**src/rtl/shift_exec_stage.sv**
```systemverilog
// -----------------------------------------------------------------------------
// shift_exec_stage
//
// Execute-stage wrapper around the external combinational `shift` unit.
// Shift operations from operand read/decode are buffered in a small operand
// FIFO. The FIFO head is driven onto the shifter inputs. The shifter result is
// captured, together with zero and carry flags, into an output register that
// feeds the writeback/flags stage.
//
// Optional feature macro: SHIFT_CARRY_EN
//   defined   : out_carry is the last bit shifted out of the head operand
//   undefined : carry logic is omitted and out_carry is tied to 0
//
// Parameters
//   bus        data width (must match the attached shift instance)
//   bus_shift  shift-count width, $clog2(bus)
//   DEPTH      operand FIFO entries, power of two, >= 2
//
// Ports
//   clk        rising-edge clock
//   rst_n      asynchronous active-low reset
//   in_valid   upstream offers an operation
//   in_ready   FIFO not full (registered state only)
//   in_a       operand
//   in_count   shift amount
//   in_dir     1 = logical right, 0 = logical left
//   sh_a       to shifter a           (0 when FIFO empty)
//   sh_count   to shifter shift_count (0 when FIFO empty)
//   sh_dir     to shifter dir         (0 when FIFO empty)
//   sh_y       from shifter y
//   out_valid  result register holds a result
//   out_ready  downstream accepts
//   out_y      registered shift result
//   out_zero   out_y == 0
//   out_carry  last bit shifted out
//
// Handshake: a transfer happens on a rising edge where valid && ready are
// both 1. A valid source keeps its payload stable until the transfer. On the
// output side, out_y/out_zero/out_carry hold while out_valid && !out_ready.
// -----------------------------------------------------------------------------
module shift_exec_stage #(
  parameter int bus       = 4,
  parameter int bus_shift = $clog2(bus),
  parameter int DEPTH     = 2
) (
  input  logic                 clk,
  input  logic                 rst_n,
  input  logic                 in_valid,
  output logic                 in_ready,
  input  logic [bus-1:0]       in_a,
  input  logic [bus_shift-1:0] in_count,
  input  logic                 in_dir,
  output logic [bus-1:0]       sh_a,
  output logic [bus_shift-1:0] sh_count,
  output logic                 sh_dir,
  input  logic [bus-1:0]       sh_y,
  output logic                 out_valid,
  input  logic                 out_ready,
  output logic [bus-1:0]       out_y,
  output logic                 out_zero,
  output logic                 out_carry
);

  localparam int AW = $clog2(DEPTH);
  localparam int PW = AW + 1;

  // Operand FIFO storage. Entries are only observed through the head mux,
  // which forces zeros while empty, so the storage itself needs no reset.
  logic [bus-1:0]       r_mem_a   [DEPTH];
  logic [bus_shift-1:0] r_mem_cnt [DEPTH];
  logic                 r_mem_dir [DEPTH];

  // Pointers carry one extra wrap bit: equal pointers mean empty, equal
  // index with differing wrap bit means full.
  logic [PW-1:0] r_wptr;
  logic [PW-1:0] r_rptr;

  logic          r_valid;
  logic [bus-1:0] r_y;
  logic          r_zero;

  logic          w_empty;
  logic          w_full;
  logic          w_push;
  logic          w_load;
  logic [AW-1:0] w_widx;
  logic [AW-1:0] w_ridx;

  assign w_widx  = r_wptr[AW-1:0];
  assign w_ridx  = r_rptr[AW-1:0];
  assign w_empty = (r_wptr == r_rptr);
  assign w_full  = (r_wptr[PW-1] != r_rptr[PW-1]) && (w_widx == w_ridx);

  // No bypass: a pop in the same cycle does not open the input.
  assign in_ready = !w_full;
  assign w_push   = in_valid && !w_full;
  assign w_load   = !w_empty && (!r_valid || out_ready);

  // ---------------------------------------------------------------------------
  // FIFO pointers
  // ---------------------------------------------------------------------------
  always_ff @(posedge clk or negedge rst_n) begin
    if (!rst_n) begin
      r_wptr <= '0;
      r_rptr <= '0;
    end else begin
      if (w_push) begin
        r_wptr <= r_wptr + PW'(1);
      end
      if (w_load) begin
        r_rptr <= r_rptr + PW'(1);
      end
    end
  end

  // ---------------------------------------------------------------------------
  // FIFO storage write
  // ---------------------------------------------------------------------------
  always_ff @(posedge clk) begin
    if (w_push) begin
      r_mem_a[w_widx]   <= in_a;
      r_mem_cnt[w_widx] <= in_count;
      r_mem_dir[w_widx] <= in_dir;
    end
  end

  // ---------------------------------------------------------------------------
  // Head drive to the shifter
  // ---------------------------------------------------------------------------
  always_comb begin
    sh_a     = '0;
    sh_count = '0;
    sh_dir   = 1'b0;
    if (!w_empty) begin
      sh_a     = r_mem_a[w_ridx];
      sh_count = r_mem_cnt[w_ridx];
      sh_dir   = r_mem_dir[w_ridx];
    end
  end

  // ---------------------------------------------------------------------------
  // Output register
  // ---------------------------------------------------------------------------
  always_ff @(posedge clk or negedge rst_n) begin
    if (!rst_n) begin
      r_valid <= 1'b0;
      r_y     <= '0;
      r_zero  <= 1'b0;
    end else begin
      if (w_load) begin
        r_valid <= 1'b1;
        r_y     <= sh_y;
        r_zero  <= (sh_y == '0);
      end else if (r_valid && out_ready) begin
        // Drained: data and flags keep their last value.
        r_valid <= 1'b0;
      end
    end
  end

  assign out_valid = r_valid;
  assign out_y     = r_y;
  assign out_zero  = r_zero;

`ifdef SHIFT_CARRY_EN
  // Last bit shifted out of the head operand for count n:
  //   n = 0 -> 0, left -> a[bus-n], right -> a[n-1]
  logic w_carry;
  logic r_carry;

  always_comb begin
    w_carry = 1'b0;
    for (int i = 1; i < bus; i++) begin
      if (sh_count == bus_shift'(i)) begin
        w_carry = sh_dir ? sh_a[i-1] : sh_a[bus-i];
      end
    end
  end

  always_ff @(posedge clk or negedge rst_n) begin
    if (!rst_n) begin
      r_carry <= 1'b0;
    end else if (w_load) begin
      r_carry <= w_carry;
    end
  end

  assign out_carry = r_carry;
`else
  assign out_carry = 1'b0;
`endif

endmodule

```
**config.mk**
```make
export PLATFORM = sky130hd
export DESIGN_NAME = shift_exec_stage
export DESIGN_NICKNAME = d
export VERILOG_FILES = /design/src/rtl/shift_exec_stage.sv
export SDC_FILE = /design/constraint.sdc
export NUM_CORES = 1
export LEC_CHECK = 0
export CAP_MARGIN = 20
export CORE_MARGIN = 10
export CORE_UTILIZATION = 40
export DETAILED_ROUTE_END_ITERATION = 10
export PLACE_DENSITY = 0.77
export SYNTH_ARGS = -nofsm -noshare
export SYNTH_HDL_FRONTEND = slang
export SYNTH_SLANG_ARGS = --single-unit
```
**constraint.sdc**
```tcl
create_clock -name clk -period 2.2 [get_ports clk]
set_input_delay 0.66 -clock clk [delete_from_list [all_inputs] [get_ports clk]]
set_output_delay 0.66 -clock clk [all_outputs]
set_load 0.01 [all_outputs]
```
* Word level (Yosys, flattened, before mapping)
Memory sizes are Yosys's and may differ from the RTL's.
Cells that the tools add are included.
** Word-level totals
- RAM bits :: 14
- Memories kept :: 3
- Register bits :: 10
** Operators by class
- Mux-type cells :: 7
- Add/sub/neg operators :: 2
- Equal/unequal tests :: 3
- Reductions and logical operators :: 10
** Memory list
- r_mem_a :: words 2, bits a word 4, read ports 1, clocked after Yosys merged registers in 0, wr ports 1, line 69 : logic [bus-1:0] r_mem_a [DEPTH];
- r_mem_cnt :: words 2, bits a word 2, read ports 1, clocked after Yosys merged registers in 0, wr ports 1, line 70 : logic [bus_shift-1:0] r_mem_cnt [DEPTH];
- r_mem_dir :: words 2, bits a word 1, read ports 1, clocked after Yosys merged registers in 0, wr ports 1, line 71 : logic r_mem_dir [DEPTH];
** Operators with widths (count)
- 1-bit two-way mux :: 5
- 2-bit by 1-bit adder with 2-bit output (second input constant) :: 2
- 1-bit logical AND :: 4
- 4-bit zero test :: 1
- 4-bit two-way mux :: 1
- 1-bit zero test :: 3
- 2-bit == test :: 1
- 2-bit two-way mux :: 1
- 2-bit nonzero test :: 1
- 1-bit == test :: 1
- 1-bit logical OR :: 1
- 1-bit != test :: 1

* Longest topological paths before layout
- Depth after elaboration :: 6
- Gate-level depth with buffers :: 4
- Gate-level depth less buffers :: 3

* Worst setup path after synthesis
OpenSTA, ideal clock, no wires.
- Path kind :: flip-flop to output port
- Start :: reg r_rptr[0]
- End :: out sh_a[0]
- Required time :: 1.540 ns
- Setup slack :: 0.376 ns
- Stages on the path, launching flop included :: 5
- Data arrival time :: 1.164 ns
- Cell sequence :: dfrtp_1 > buf_6 > xor2_4 > nor2_1 > nor2_1
** Between the ends
- Word-level cells in the longest chain between the ends :: 2
- Elaborated cells between the ends (all ways) :: 3
- Those cells by class :: eq/ne: 1; mux: 1; memory: 1
** RTL lines
- start, declared :: line 76 : logic [PW-1:0] r_rptr;
- start signal, assigned :: line 111 : r_rptr <= r_rptr + PW'(1);
- memory read 2 x 4 bit / 2-bit == test (equally long branches)
- 4-bit two-way mux (*) :: line 134 : if (!w_empty) begin
- end, declared :: line 53 : output logic [bus-1:0] sh_a,
Mark *: on every way between the ends. The rest lies on a longest branch, timed or not.

* Worst setup path in the final report
- Start :: reg r_rptr[1]
- End :: out sh_count[0]
** Between the ends
- Word-level cells in the longest chain between the ends :: 2
** RTL lines
- 2-bit == test :: line 91 : assign w_empty = (r_wptr == r_rptr);
- 2-bit two-way mux :: line 134
- end, declared :: line 54 : output logic [bus_shift-1:0] sh_count,
No other way between the ends.

==> metrics <==
syn avg cell area 16.0 um2; Final TNS setup 0 ns; fin nets roughly 120; Wirelength per Cell 14.6 um; Worst VDD drop 764 uV; gpl congestion 0.718; ranking of synthesized cells by area edfxtp_1 41%, dfrtp_1 24%, mux2_4 7.3%, mux2i_1 6.9%, xnor2_1 4.3%; I/O pin total 30; Die ar. 4980 um2; switching pwr roughly 0.81 mW; CTS buffer count 3; Die X 70.6 um; Hold/Removal Path Class reg -> reg; final worst-path cycle share 93.4%; CP endpoint kind primary output; area of the mapped netlist just over 1000 um2; Max Slew Vio Count 0; hold violation count in the final report 0; clock buffer depth 2; number of port buffers 28; Routed Antenna Nets 0; crit path launch type flip-flop; H-tree Lvls 1; leakage power 0.571 nW; total track usage 8.31%; fraction of layout cells with a size suffix above 1 30.1%; Hold Slack 0.524 ns; post-synth top area cell edfxtp_1; Reg clk slew, reported paths 0.12 ns; Clk Latency, worst-skew pair 0.31 ns; Die H 70.6 um; via count 611; remaining global-route overflow 0; clock power share 8.5%; DRC viols 0; Ys Warns 0; most frequent cells in the layout 20 x clkdlybuf4s50_1, 14 x edfxtp_1, 8 x nor2_1, 8 x dfrtp_1; hold-fix buffer count after cts 0; status finished clean; skew final 0.00902 ns; drt first pass iters 4; Iter 0 DRT Violations 10; crit-path max FO 6; hold depth 1; combinational share of power 56.8%; Net Sw Frac 36.8%; unrepaired setup endpoints after global routing false; Max Cap Viol 0; syn nets 79; Antenna Cells 0; WS Path Type reg -> out; fmax 0.487 GHz; core area 2450 um2; post-synthesis cell count 64; HPWL after DPL ~1.5 mm; largest net degree at the start of global routing 14; P_int 1.39 mW; commonest non-fill, non-tap cell in the layout clkdlybuf4s50_1; Tmin final 2.05 ns; clock root buffer master clkbuf_4; CP Data Required Time 1.54 ns; Cell Rows 18; Synth top area share approximately 41%; Synth Register Bits 24; area grow syn2layout 35.7%; vias per cell between 4 and 5; R2R cell count 5; CTS tree built; Synth cell types 18; CP arrival around 1.4 ns; Initial Utilization 41.6%; pwr/cell area 1580 nW/um2; Sink Count 24; sequential power share between 30% and 40%; initial antenna violation count 0; sequential area share after synthesis 65.6%; number of global-route vias before repair 669; final wirelength around 2 mm; endpoints failing setup 0; first-pass GRT wire length 3.31 mm
per-layer routing:
metal	share of wire (%)	GRT usage, %	up-vias
li1	-	-	299
met1	40	8.53	293
met2	54	14.5	14
met3	3.1	1.67	5
met4	3.3	6.45	0
met5	0	0	-
sequential cells by signal, indices dropped and copies added, names as in the netlist:
signal and flops:
r_mem_a 8, out_y 4, r_mem_cnt 4, r_mem_dir 2
r_rptr 2, r_wptr 2, out_valid 1, out_zero 1
cells in the mapped netlist:
master / n
buf_4: 1
buf_6: 1
conb_1: 1
dfrtp_1: 10
edfxtp_1: 14
inv_1: 1
mux2_4: 5
mux2i_1: 7
nand2_1: 1
nand2b_1: 2
nor2_1: 9
nor4_1: 1
o211ai_1: 2
o21ai_0: 1
o21ai_4: 1
xnor2_1: 5
xor2_2: 1
xor2_4: 1
area by class of cell:
cell class,count,area (um2)
Clock inverter,1,3.75
Fill cell,206,1070
Inverter,1,3.75
Tap cell,30,37.5
Sequential cell,24,673
Timing Repair Buffer,37,315
Multi-Input combinational cell,37,332
Clock buffer,3,22.5
cell families (layout without fill, tap and decap cells):
kind of cell | after synthesis | in the layout | share of synthesized area [%]
flip-flops | 24 | 24 | 65.6
buffers and inverters | 3 | 42 | 2.20
multiplexers | 12 | 12 | 14.2
AO/OA/AOI/OAI | 4 | 4 | 3.55
AND/OR/NAND/NOR | 13 | 13 | 5.51
other | 1 | 1 | 0.367
XOR/XNOR | 7 | 7 | 8.57
path summary, 6_finish.rpt:
| kind | startpoint | end | slack [ns] |
|---|---|---|---|
| hold / removal | out_y[0]$_DFFE_PN0P_ | out_y[0]$_DFFE_PN0P_ | 0.52 |
| hold reg to reg | out_y[0]$_DFFE_PN0P_ | out_y[0]$_DFFE_PN0P_ | 0.52 |
| setup reg to reg | r_rptr[0]$_DFFE_PN0P_ | r_mem_a[0][1]$_DFFE_PP_ | 0.64 |
| setup / recovery | r_rptr[1]$_DFFE_PN0P_ | sh_count[0] | 0.15 |
| min in group asynchronous | rst_n | out_y[2]$_DFFE_PN0P_ | 0.64 |
| max in group asynchronous | rst_n | r_rptr[0]$_DFFE_PN0P_ | 1.22 |
power groups by stage:
stage	Combinational, mW	Clock [mW]	Sequential [mW]
after floorplan	0.677	0	0.778
after global placement	1.32	0	0.764
after detailed placement	1.34	0	0.773
after CTS	1.34	0.198	0.761
after global routing	1.37	0.220	0.778
final	1.25	0.187	0.761
through the flow:
step           utilization (%)  worst slack (ns)  instances  instance area (um2)  power, mW
6_report                  56.5             0.145        133                 1390       2.19
5_1_grt                   56.5            0.0300        133                 1390       2.36
4_1_cts                   58.2           0.00628        133                 1430       2.30
3_5_place_dp              56.3            0.0324        128                 1380       2.11
3_3_place_gp              56.3            0.0686        128                 1380       2.08
2_1_floorplan                -             0.376         64                 1020       1.45
worst max-delay path: stages (launching register included):
cell	delay [ns]
dfrtp_2	0.45
xor2_2	0.19
nor2_2	0.14
buf_6	0.13
nor2_1	0.05
buf_2	0.13
what timing repair did:
action	in CTS	in global routing
gates cloned	0	0
endpoints found under the hold margin	0	0
pin swaps	1	1
gates resized for setup	22	8
setup endpoints to repair	8	8
buffers inserted	1	0
Power figures use the tool's default switching activity.
